$ cat src/rtl/change_pkg.sv
// change_pkg: coin and state encodings plus coin values (in nickel units) for change_dispenser
package change_pkg;
    typedef enum logic [1:0] {NICKEL = 2'd0, DIME = 2'd1, QUARTER = 2'd2} coin_t;
    localparam int NICKEL_VAL  = 1;
    localparam int DIME_VAL    = 2;
    localparam int QUARTER_VAL = 5;
    typedef enum logic [1:0] {IDLE, ISSUE, FIN} state_t;
endpackage

$ cat src/rtl/coin_select.sv
// coin_select: greedy largest-coin picker for the amount still owed
// Ports: rem (amount owed), coin_type (picked coin code), value (picked coin value).
// Quarters are only considered when CHANGE_QUARTER_EN is defined.
module coin_select
    import change_pkg::*;
#(
    parameter int W = 4
) (
    input  logic [W-1:0] rem,
    output logic [1:0]   coin_type,
    output logic [W-1:0] value
);
    always_comb begin
`ifdef CHANGE_QUARTER_EN
        coin_type = rem >= W'(QUARTER_VAL) ? QUARTER : rem >= W'(DIME_VAL) ? DIME : NICKEL;
`else
        coin_type = rem >= W'(DIME_VAL) ? DIME : NICKEL;
`endif
        value = coin_type == QUARTER ? W'(QUARTER_VAL) :
                coin_type == DIME    ? W'(DIME_VAL)    : W'(NICKEL_VAL);
    end
endmodule

$ cat src/rtl/change_dispenser.sv
// change_dispenser: pays out (summ - PRICE) one coin at a time over a valid/ack handshake
// Ports: CLK, reset (sync, active-low), start/summ (payout request), coin_ack (ejector took coin),
//        coin_valid/coin_type (coin presented), busy (not idle), done (payout complete pulse).
// Build option: CHANGE_QUARTER_EN enables quarter payout.
module change_dispenser
    import change_pkg::*;
#(
    parameter int PRICE = 5,
    parameter int W     = 4
) (
    input  logic         CLK,
    input  logic         reset,
    input  logic         start,
    input  logic [W-1:0] summ,
    input  logic         coin_ack,
    output logic         coin_valid,
    output logic [1:0]   coin_type,
    output logic         busy,
    output logic         done
);
    state_t       state, state_nxt;
    logic [W-1:0] rem, rem_nxt, coin_val, owed, paid, sel_val;
    logic [1:0]   sel_type;

    assign owed = summ >= W'(PRICE) ? summ - W'(PRICE) : '0;
    // coin_val always matches the presented coin, so this never underflows
    assign paid = rem - coin_val;

    // picks the coin for the amount owed next cycle so the outputs can be registered
    coin_select #(.W(W)) u_sel (
        .rem       (rem_nxt),
        .coin_type (sel_type),
        .value     (sel_val)
    );

    always_comb begin
        state_nxt = state;
        rem_nxt   = rem;
        if (state == IDLE && start) begin
            rem_nxt   = owed;
            state_nxt = owed != '0 ? ISSUE : FIN;
        end else if (state == ISSUE && coin_ack) begin
            rem_nxt   = paid;
            state_nxt = paid != '0 ? ISSUE : FIN;
        end else if (state == FIN) begin
            state_nxt = IDLE;
        end
    end

    always_ff @(posedge CLK) begin
        if (!reset) begin
            state      <= IDLE;
            rem        <= '0;
            coin_val   <= '0;
            coin_valid <= 1'b0;
            coin_type  <= 2'd0;
            busy       <= 1'b0;
            done       <= 1'b0;
        end else begin
            state      <= state_nxt;
            rem        <= rem_nxt;
            coin_val   <= state_nxt == ISSUE ? sel_val : '0;
            coin_valid <= state_nxt == ISSUE;
            coin_type  <= state_nxt == ISSUE ? sel_type : 2'd0;
            busy       <= state_nxt != IDLE;
            done       <= state_nxt == FIN;
        end
    end
endmodule

$ cat config.mk
export PLATFORM = sky130hd
export DESIGN_NAME = change_dispenser
export DESIGN_NICKNAME = d
export VERILOG_FILES = /design/src/rtl/change_pkg.sv /design/src/rtl/coin_select.sv /design/src/rtl/change_dispenser.sv
export SDC_FILE = /design/constraint.sdc
export NUM_CORES = 1
export LEC_CHECK = 0
export CORE_MARGIN = 2
export CORE_UTILIZATION = 50
export CTS_CLUSTER_DIAMETER = 200
export CTS_CLUSTER_SIZE = 28
export DETAILED_ROUTE_END_ITERATION = 8
export PLACE_DENSITY = 0.81
export SLEW_MARGIN = 20
export SYNTH_ARGS = -nofsm -noshare
export SYNTH_HDL_FRONTEND = slang
export SYNTH_SLANG_ARGS = --single-unit
$ cat constraint.sdc
create_clock -name CLK -period 2.9 [get_ports CLK]
set_clock_uncertainty 0.2 [all_clocks]
set_input_delay 0.58 -clock CLK [delete_from_list [all_inputs] [get_ports CLK]]
set_output_delay 0.58 -clock CLK [all_outputs]
set_load 0.005 [all_outputs]
==> impl_metrics.env, run 1 <==
export IMPL_yosysTopAreaCellShare_pct=31.9
export IMPL_dieArea_mm2=0.00183
export IMPL_dp_hpwl_um=1210
export IMPL_syn_avg_cell_area_um2=8.28
export IMPL_powerDensity_mw_per_mm2=550
export IMPL_ant_nets=0
export IMPL_grt_remaining_overflow=0
export IMPL_drt_initial_drc_count=29
export IMPL_use_met3_pct=5.11
export IMPL_slew_viol_final=0
export IMPL_ys_ff_latch=12
export IMPL_wire_per_inst_um=12.9
export IMPL_ios=13
export IMPL_fp_dieH_um=42.8
export IMPL_insertion_delay_ns=0.28
export IMPL_pre_cts_ws_ns=0.167
export IMPL_cts_path_max_buffers=2
export IMPL_yosys_warnings=0
export IMPL_endpoint_kind="register"
export IMPL_portBuffers=11
export IMPL_cts_tree="yes"
export IMPL_cts_setup_buffers=0
export IMPL_final_common_cell="dfxtp_1"
export IMPL_antenna_found_initial=0
export IMPL_yosys_area_top_type="dfxtp_1"
export IMPL_p_total_w=0.000500
export IMPL_layout_common_cells="12 x dfxtp_1, 11 x clkdlybuf4s50_1, 9 x inv_1"
export IMPL_via_count=688
export IMPL_worstSetupStartpointType="input pin"
export IMPL_cts_resized=0
export IMPL_netlist_area_um2=753
export IMPL_hold_viol=0
export IMPL_diodes=0
export IMPL_cts_root_buf="clkbuf_4"
export IMPL_hold_class="reg -> reg"
export IMPL_synth_area_top_cells="dfxtp_1 32%, ha_1 6.6%, inv_1 4.5%"
export IMPL_via_per_inst=5.69
export IMPL_nets=119
export IMPL_track_usage_pct=19.6
export IMPL_drv_cap=0
export IMPL_crit_arrival_ns=2.44
export IMPL_row_count=14
export IMPL_syn2layout_area_growth_pct=20.6
export IMPL_n_fill_cell=120
export IMPL_cts_sinks=12
export IMPL_grtUsageMet2_pct=30.9
export IMPL_power_leakage_nw=0.411
export IMPL_cts_buffers=3
export IMPL_routed_wl_um=1560
export IMPL_clk_pin_slew_ns=0.07
export IMPL_rsz0062_at_grt="no"
export IMPL_setup_viol=0
export IMPL_critPathKind="in -> reg"
export IMPL_start_util_pct=51.8
export IMPL_drtPass1Iterations=4
export IMPL_post_route_period_util_pct=85.3
export IMPL_drive_gt1_share_pct=5.71
export IMPL_syn_inst=91
export IMPL_cp_required_ns=2.87
export IMPL_gp_congestion=0.831
export IMPL_grt_pass1_vias=620
export IMPL_seq_area_frac_synth_pct=31.9
export IMPL_top_usage_layer="met2"
export IMPL_grt_max_degree=11
export IMPL_cts_hold_buffers_added=0
export IMPL_setup_slack_ns=0.426
export IMPL_htree_levels=1
export IMPL_ir_drop_uv=409
export IMPL_syn_nets=104
export IMPL_fmax_mhz=404
export IMPL_period_needed_ns=2.47
export IMPL_yosysUniqueCellTypes=36
export IMPL_crit_path_max_fanout=6
export IMPL_fp_coreArea_mm2=0.00145
export IMPL_status="finished clean"
export IMPL_use_met1_pct=25.3
export IMPL_grt_pass1_wl_um=2660
export IMPL_drc=0
export IMPL_timing_setup_tns_ns=0
export IMPL_fp_dieW_um=42.8
layer usage:
metal / vias to the layer above / routed length, um / part of all wire [%]
li1: 347 / - / -
met1: 313 / 704 / 45
met2: 26 / 764 / 49
met3: 2 / 85 / 5.4
met4: 0 / 10 / 0.64
met5: - / 0 / 0
flip-flops by register name, indices dropped and copies added (netlist names):
register and count:
state 2, rem 4, done 1, busy 1, coin_valid 1, coin_val 2
coin_type 1
critical path: stages:
cell and delay, ns:
clkdlybuf4s50_1 0.58, inv_1 0.07, ha_1 0.25, o211a_1 0.14, a21oi_1 0.19, o21ai_0 0.13
a211o_1 0.34, o21ba_1 0.17
power breakdown:
group / leakage (nW) / internal (W) / switching [W] / total, W
combinational: 0.292 / 0.0000829 / 0.0000822 / 0.000165
sequential: 0.0985 / 0.000186 / 0.0000186 / 0.000204
clock: 0.0210 / 0.0000764 / 0.0000543 / 0.000131
cells in the mapped netlist:
library cell  count
o21ai_0           2
fa_1              1
a22o_1            1
nand2b_1          3
inv_1             9
a211oi_1          1
a211o_1           1
and2_1            1
xnor2_1           1
o21bai_1          1
nand3b_1          3
nor2_1            6
mux2_2            1
a21oi_1           5
a32oi_1           1
buf_6             1
o21ai_1           2
o211ai_1          1
nor3b_1           1
xor2_1            1
and3b_1           1
buf_4             1
o211a_1           1
conb_1            1
a21boi_0          1
o21a_1            4
and3_1            3
nor2b_1           2
dfxtp_1          12
o22ai_1           1
mux2i_1           1
nand2_1           6
nand3_1           2
o21ba_1           2
ha_1              4
nor3_1            6
logic make-up (layout without fill, tap and decap cells):
group           after synthesis  in the layout  share of synthesized area [%]
mux                           2              2                           2.82
fa+ha+maj                     5              5                           9.30
buf+inv                      11             25                           6.98
xor+xnor                      2              2                           2.33
simple gates                 34             34                           23.9
compound gates               24             24                           22.3
other cells                   1              1                          0.498
flops                        12             12                           31.9
path summary, 6_finish.rpt:
path	depth (start not counted)	to	startpoint	slack (ns)
worst max register to register	9	coin_val[1]	rem[0]	0.58
worst min-delay path	2	state[0]	state[0]	0.44
worst max-delay path	8	coin_val[1]	summ[0]	0.43
worst min register to register	2	state[0]	state[0]	0.44
stage by stage:
step           cells  hold WS (ns)  area (um2)  utilization [%]
4_1_cts          121         0.442         908             62.5
3_3_place_gp     117         0.427         872             60.0
6_report         121         0.445         908             62.5
3_5_place_dp     117         0.431         872             60.0
5_1_grt          121         0.508         908             62.5
2_1_floorplan     91         0.372         753                -
cell type report:
class / instances / area, um2 / share of cell area, %
clock buffers: 4 / 36.3 / 3.99
inverters: 9 / 33.8 / 3.72
multi-input cells: 68 / 460 / 50.7
flip-flops and latches: 12 / 240 / 26.4
well taps: 16 / 20.0 / 2.20
repair buffers: 12 / 118 / 12.9
Power figures use the tool's default switching activity.
==> run 2, diff against run 1 <==
--- a/config.mk
+++ b/config.mk
@@ -5,7 +5,6 @@
 export SDC_FILE = /design/constraint.sdc
 export NUM_CORES = 1
 export LEC_CHECK = 0
-export CORE_MARGIN = 2
 export CORE_UTILIZATION = 50
 export CTS_CLUSTER_DIAMETER = 200
 export CTS_CLUSTER_SIZE = 28
==> run 2 against run 1 <==
Compared with the run above: non-clock buffer count unchanged; critical path depth stayed put; die area is 9.1% lower; register-to-register slack better by 0.02 ns; setup slack improved by 0.016 ns; sequential power is essentially flat; first-iteration DRC count shrank 48%.
==> impl_metrics.env, run 2 (synthesized netlist as in run 1, its figures left out) <==
export IMPL_fp_dieW_um=40.8
export IMPL_cp_required_ns=2.87
export IMPL_wire_per_inst_um=12.7
export IMPL_nets=119
export IMPL_drive_gt1_share_pct=5.71
export IMPL_grt_pass1_vias=613
export IMPL_timing_setup_tns_ns=0
export IMPL_row_count=13
export IMPL_cp_startpoint="summ[0]"
export IMPL_cts_path_max_buffers=2
export IMPL_track_usage_pct=24.3
export IMPL_drv_cap=0
export IMPL_finalNonFillerCells=120
export IMPL_dp_hpwl_um=1220
export IMPL_largest_reg_flops=4
export IMPL_hold_slack_ns=0.441
export IMPL_routed_wl_um=1520
export IMPL_cts_hold_buffers_added=0
export IMPL_status="finished clean"
export IMPL_post_route_period_util_pct=84.7
export IMPL_critPathKind="in -> reg"
export IMPL_cp_depth=8
export IMPL_drt_initial_drc_count=15
export IMPL_layout_common_cells="12 x dfxtp_1, 11 x clkdlybuf4s50_1, 9 x inv_1"
export IMPL_fmax_mhz=407
export IMPL_worstHoldStart="state[0]"
export IMPL_via_count=672
export IMPL_slew_viol_final=0
export IMPL_top_register="rem"
export IMPL_ir_drop_uv=298
export IMPL_worstSetupStartpointType="input pin"
export IMPL_crit_path_max_fanout=6
export IMPL_ant_nets=0
export IMPL_reg2reg_from="rem[0]"
export IMPL_endpoint_kind="register"
export IMPL_cts_resized=0
export IMPL_cts_tree="yes"
export IMPL_via_per_inst=5.60
export IMPL_fp_coreArea_mm2=0.00135
export IMPL_grt_remaining_overflow=0
export IMPL_finalInstanceArea_um2=907
export IMPL_hold_viol=0
export IMPL_diodes=0
export IMPL_antenna_found_initial=0
export IMPL_insertion_delay_ns=0.27
export IMPL_placed_area_um2=871
export IMPL_htree_levels=1
export IMPL_reg2reg_depth=9
export IMPL_grt_max_degree=11
export IMPL_rsz0062_at_grt="no"
export IMPL_clk_pin_slew_ns=0.07
export IMPL_dp_cells=116
export IMPL_gp_congestion=0.887
export IMPL_path_delay_family="compound AO/OA/AOI/OAI gates"
export IMPL_critPathBufInv=2
export IMPL_drtPass1Iterations=4
export IMPL_cts_sinks=12
export IMPL_cts_root_buf="clkbuf_4"
export IMPL_cts_setup_buffers=0
export IMPL_portBuffers=11
export IMPL_path_cells="clkdlybuf4s50_1 -> inv_1 -> ha_1 -> o211a_1 -> a21oi_1 -> o21ai_0 -> a211o_1 -> o21ba_1"
export IMPL_start_util_pct=55.8
export IMPL_dieArea_mm2=0.00167
export IMPL_whs_path_depth=2
export IMPL_syn2layout_area_growth_pct=20.4
export IMPL_fp_dieH_um=40.8
export IMPL_power_leakage_nw=0.411
export IMPL_setup_viol=0
export IMPL_grt_pass1_wl_um=2520
export IMPL_final_common_cell="dfxtp_1"
export IMPL_slowest_delay_ns=0.57
export IMPL_drc=0
export IMPL_period_needed_ns=2.46
export IMPL_powerDensity_mw_per_mm2=551
export IMPL_slowest_stage="clkdlybuf4s50_1"
export IMPL_ios=13
export IMPL_hold_class="reg -> reg"
export IMPL_cts_buffers=3
export IMPL_crit_arrival_ns=2.43
export IMPL_largestRegisters="rem x4, coin_val x2, state x2"
run 2: routing by layer:
metal | track usage, % | part of all wire, %
met1 | 28.2 | 46
met4 | 15.0 | 0.86
met2 | 36.7 | 46
met5 | 0 | 0
met3 | 9.78 | 6.9
run 2: final cells by class:
| cell class | count | area [um2] |
|---|---|---|
| Fill cell | 130 | 443 |
| Tap cell | 15 | 18.8 |
| Clock buffer | 4 | 36.3 |
| Inverter | 9 | 33.8 |
| Timing Repair Buffer | 12 | 118 |
| Sequential cell | 12 | 240 |
| Multi-Input combinational cell | 68 | 460 |
run 2: per-stage QoR:
stage | setup WS (ns) | utilization (%) | power (W)
3_3_place_gp | 0.208 | 64.5 | 0.000367
5_1_grt | 0.314 | 67.2 | 0.000538
2_1_floorplan | 0.763 | - | 0.000317
4_1_cts | 0.451 | 67.2 | 0.000506
3_5_place_dp | 0.163 | 64.5 | 0.000371
6_report | 0.443 | 67.2 | 0.000500
run 2: tightest hold or removal path, cell delays in order, from the launching register on:
cell      delay (ns)
dfxtp_1         0.40
o21ai_0         0.10
a21boi_0        0.09
run 2: worst paths after layout:
kind,slack (ns),endpoint
setup / recovery,0.44,coin_val[1]
hold / removal,0.44,state[0]
setup reg to reg,0.60,coin_val[1]
hold reg to reg,0.44,state[0]
run 2: report_power, final:
part / switching (W) / leakage, nW / internal, W / total, W
Sequential: 0.0000180 / 0.0985 / 0.000186 / 0.000204
Clock: 0.0000563 / 0.0210 / 0.0000764 / 0.000133
Combinational: 0.0000806 / 0.292 / 0.0000832 / 0.000164
==> patch (flow settings as in run 2) <==
Re-encode `state_t` (3 states) as one-hot, 3 bits wide.
--- a/src/rtl/change_pkg.sv
+++ b/src/rtl/change_pkg.sv
@@ -6,3 +6,3 @@
     localparam int QUARTER_VAL = 5;
-    typedef enum logic [1:0] {IDLE, ISSUE, FIN} state_t;
+    typedef enum logic [2:0] {IDLE = 3'b001, ISSUE = 3'b010, FIN = 3'b100} state_t;
 endpackage
Formal check against the unedited RTL: same outputs for any inputs over 10 cycles, from zero or initial values and one cycle with reset low; not proved beyond that.
==> patch against run 2 <==
  * Cell area rose by 0.14%
  * Global-route usage fell by 2.0 points
  * Register-to-register slack got worse by 0.10 ns
  * Routed wire length rose by 8.0%
  * Power fell by 7.2%
  * Synthesized area rose by 1.5%
  * Sequential cell count rose by 1
  * Worst setup slack got worse by 0.15 ns
  * Via count fell by 0.89%
  * Critical path depth did not move
  * Clock power fell by 15%
  * Sequential share of layout area rose by 2.2 points
==> patch: results (changes against run 2) <==
stage;metric;value;unit;change
status;outcome;finished clean;;
final_layout;Inserted Diodes;0;;unchanged
global_route;first-pass GRT wire length;2.37;mm;-5.8%
routing;Starting DRT DRC Count;24;;+9
place;pre-CTS WS;0.00161;ns;-0.162 ns
yosys;Mapped Avg Cell Area;9.32;µm²;+13%
clock_network;Worst-path clk slew;0.08;ns;
final_layout;fraction of layout cells with a size suffix above 1;0.0625;;+0.00536
clock_network;CTS buffer count;3;;unchanged
place;PortBufs;11;;unchanged
routing;drt first pass iters;4;;unchanged
yosys;syn nets;95;;-8.7%
clock_network;post_cts resized;0;;unchanged
place;placed cell count;107;;-7.8%
clock_network;Clock Path Buffers;2;;unchanged
die;Initial Utilization;0.560;;+0.00160
routing;vias;666;;-0.89%
yosys;post-synthesis sequential area ratio;0.340;;+0.0215
global_route;largest net degree at the start of global routing;9;;-2
final_layout;Largest regs;rem x4, state x3, coin_val x2;;
yosys;Area contributors post-synth;dfxtp_1 34%, ha_1 6.5%, inv_1 3.9%;;
worst_setup_path;worst stage delay on the critical path;0.57;ns;about the same
yosys;Warnings, synthesis;0;;unchanged
final_layout;number of inserted filler cells in the final layout;116;;-11%
global_route;Overall Global Routing Usage;0.223;;-0.0203
yosys;Post-synth top cells;13 x dfxtp_1, 8 x inv_1;;
pwr;leakage dissipation;0.000365;µW;-11%
routing;Routed wire per std cell;14.8;µm;+17%
pwr;Switching Fraction;0.316;;+0.00623
yosys;count of different cell masters after synthesis;39;;+8.3%
clock_network;H-tree depth;1;;unchanged
routing;final WL;1.64;mm;+8.0%
clock_network;post-CTS setup repair buffer count;0;;unchanged
place;Post-DP HPWL;1.31;mm;+7.3%
place;gpl congestion;0.770;;-13%
global_route;vias in the first global route;549;;-10%
global_route;initial antenna violation count;0;;unchanged
pwr;Max rail drop VDD;0.314;mV;+5.1%
worst_setup_path;largest fanout on the critical path;6;;unchanged
[patch: final cells by class]
| cell class | instances | area (µm²) | share of cell area |
|---|---|---|---|
| tap | 15 | 18.8 | 0.0207 |
| timing repair buffer | 12 | 118 | 0.129 |
| multi-input combinational | 59 | 455 | 0.501 |
| inverter | 8 | 30.0 | 0.0331 |
| sequential | 13 | 260 | 0.287 |
| clock buffer | 4 | 26.3 | 0.0289 |
[patch: cells by family after synthesis]
logic type,share of synthesized area
adder cells (fa/ha/maj),0.0917
buffers and inverters,0.0638
AO/OA/AOI/OAI,0.259
other,0.00491
multiplexers,0.0131
AND/OR/NAND/NOR,0.193
XOR/XNOR,0.0344
flip-flops,0.340
[patch: path summary, 6_finish.rpt]
path	slack, ns	start	to	cells after the start
max	0.29	summ[0]	coin_val[0]	8
min	0.27	rem[0]	rem[0]	2
max reg2reg	0.50	rem[0]	coin_val[0]	7
min reg2reg	0.27	rem[0]	rem[0]	2
[patch: power by group through the flow]
stage               clock (µW)  combinational (µW)  sequential (µW)
CTS                        115                 142              208
floorplan                    0                94.6              211
global placement             0                 135              212
global route               123                 157              211
finish                     113                 142              209
detailed placement           0                 141              213
[patch: per-stage QoR]
step	instance area [µm²]	power [µW]
after global placement	882	347
after CTS	908	466
after floorplan	764	305
final	908	464
after global routing	908	491
after detailed placement	882	354
[patch: metal layers]
metal / global-route usage / wire length, µm / part of all wire / up-vias
met1: 0.261 / 758 / 0.46 / 321
met3: 0.0978 / 69 / 0.042 / 0
met5: 0 / 0 / 0 / -
li1: - / - / - / 329
met2: 0.383 / 813 / 0.50 / 16
met4: 0.0242 / 0 / 0 / 0
[patch: critical path, delay by kind of cell]
family | cells | cell delay (ns)
AOI/OAI and AO/OA | 5 | 1.10
adders and majority gates | 1 | 0.25
buffers and inverters | 2 | 0.65
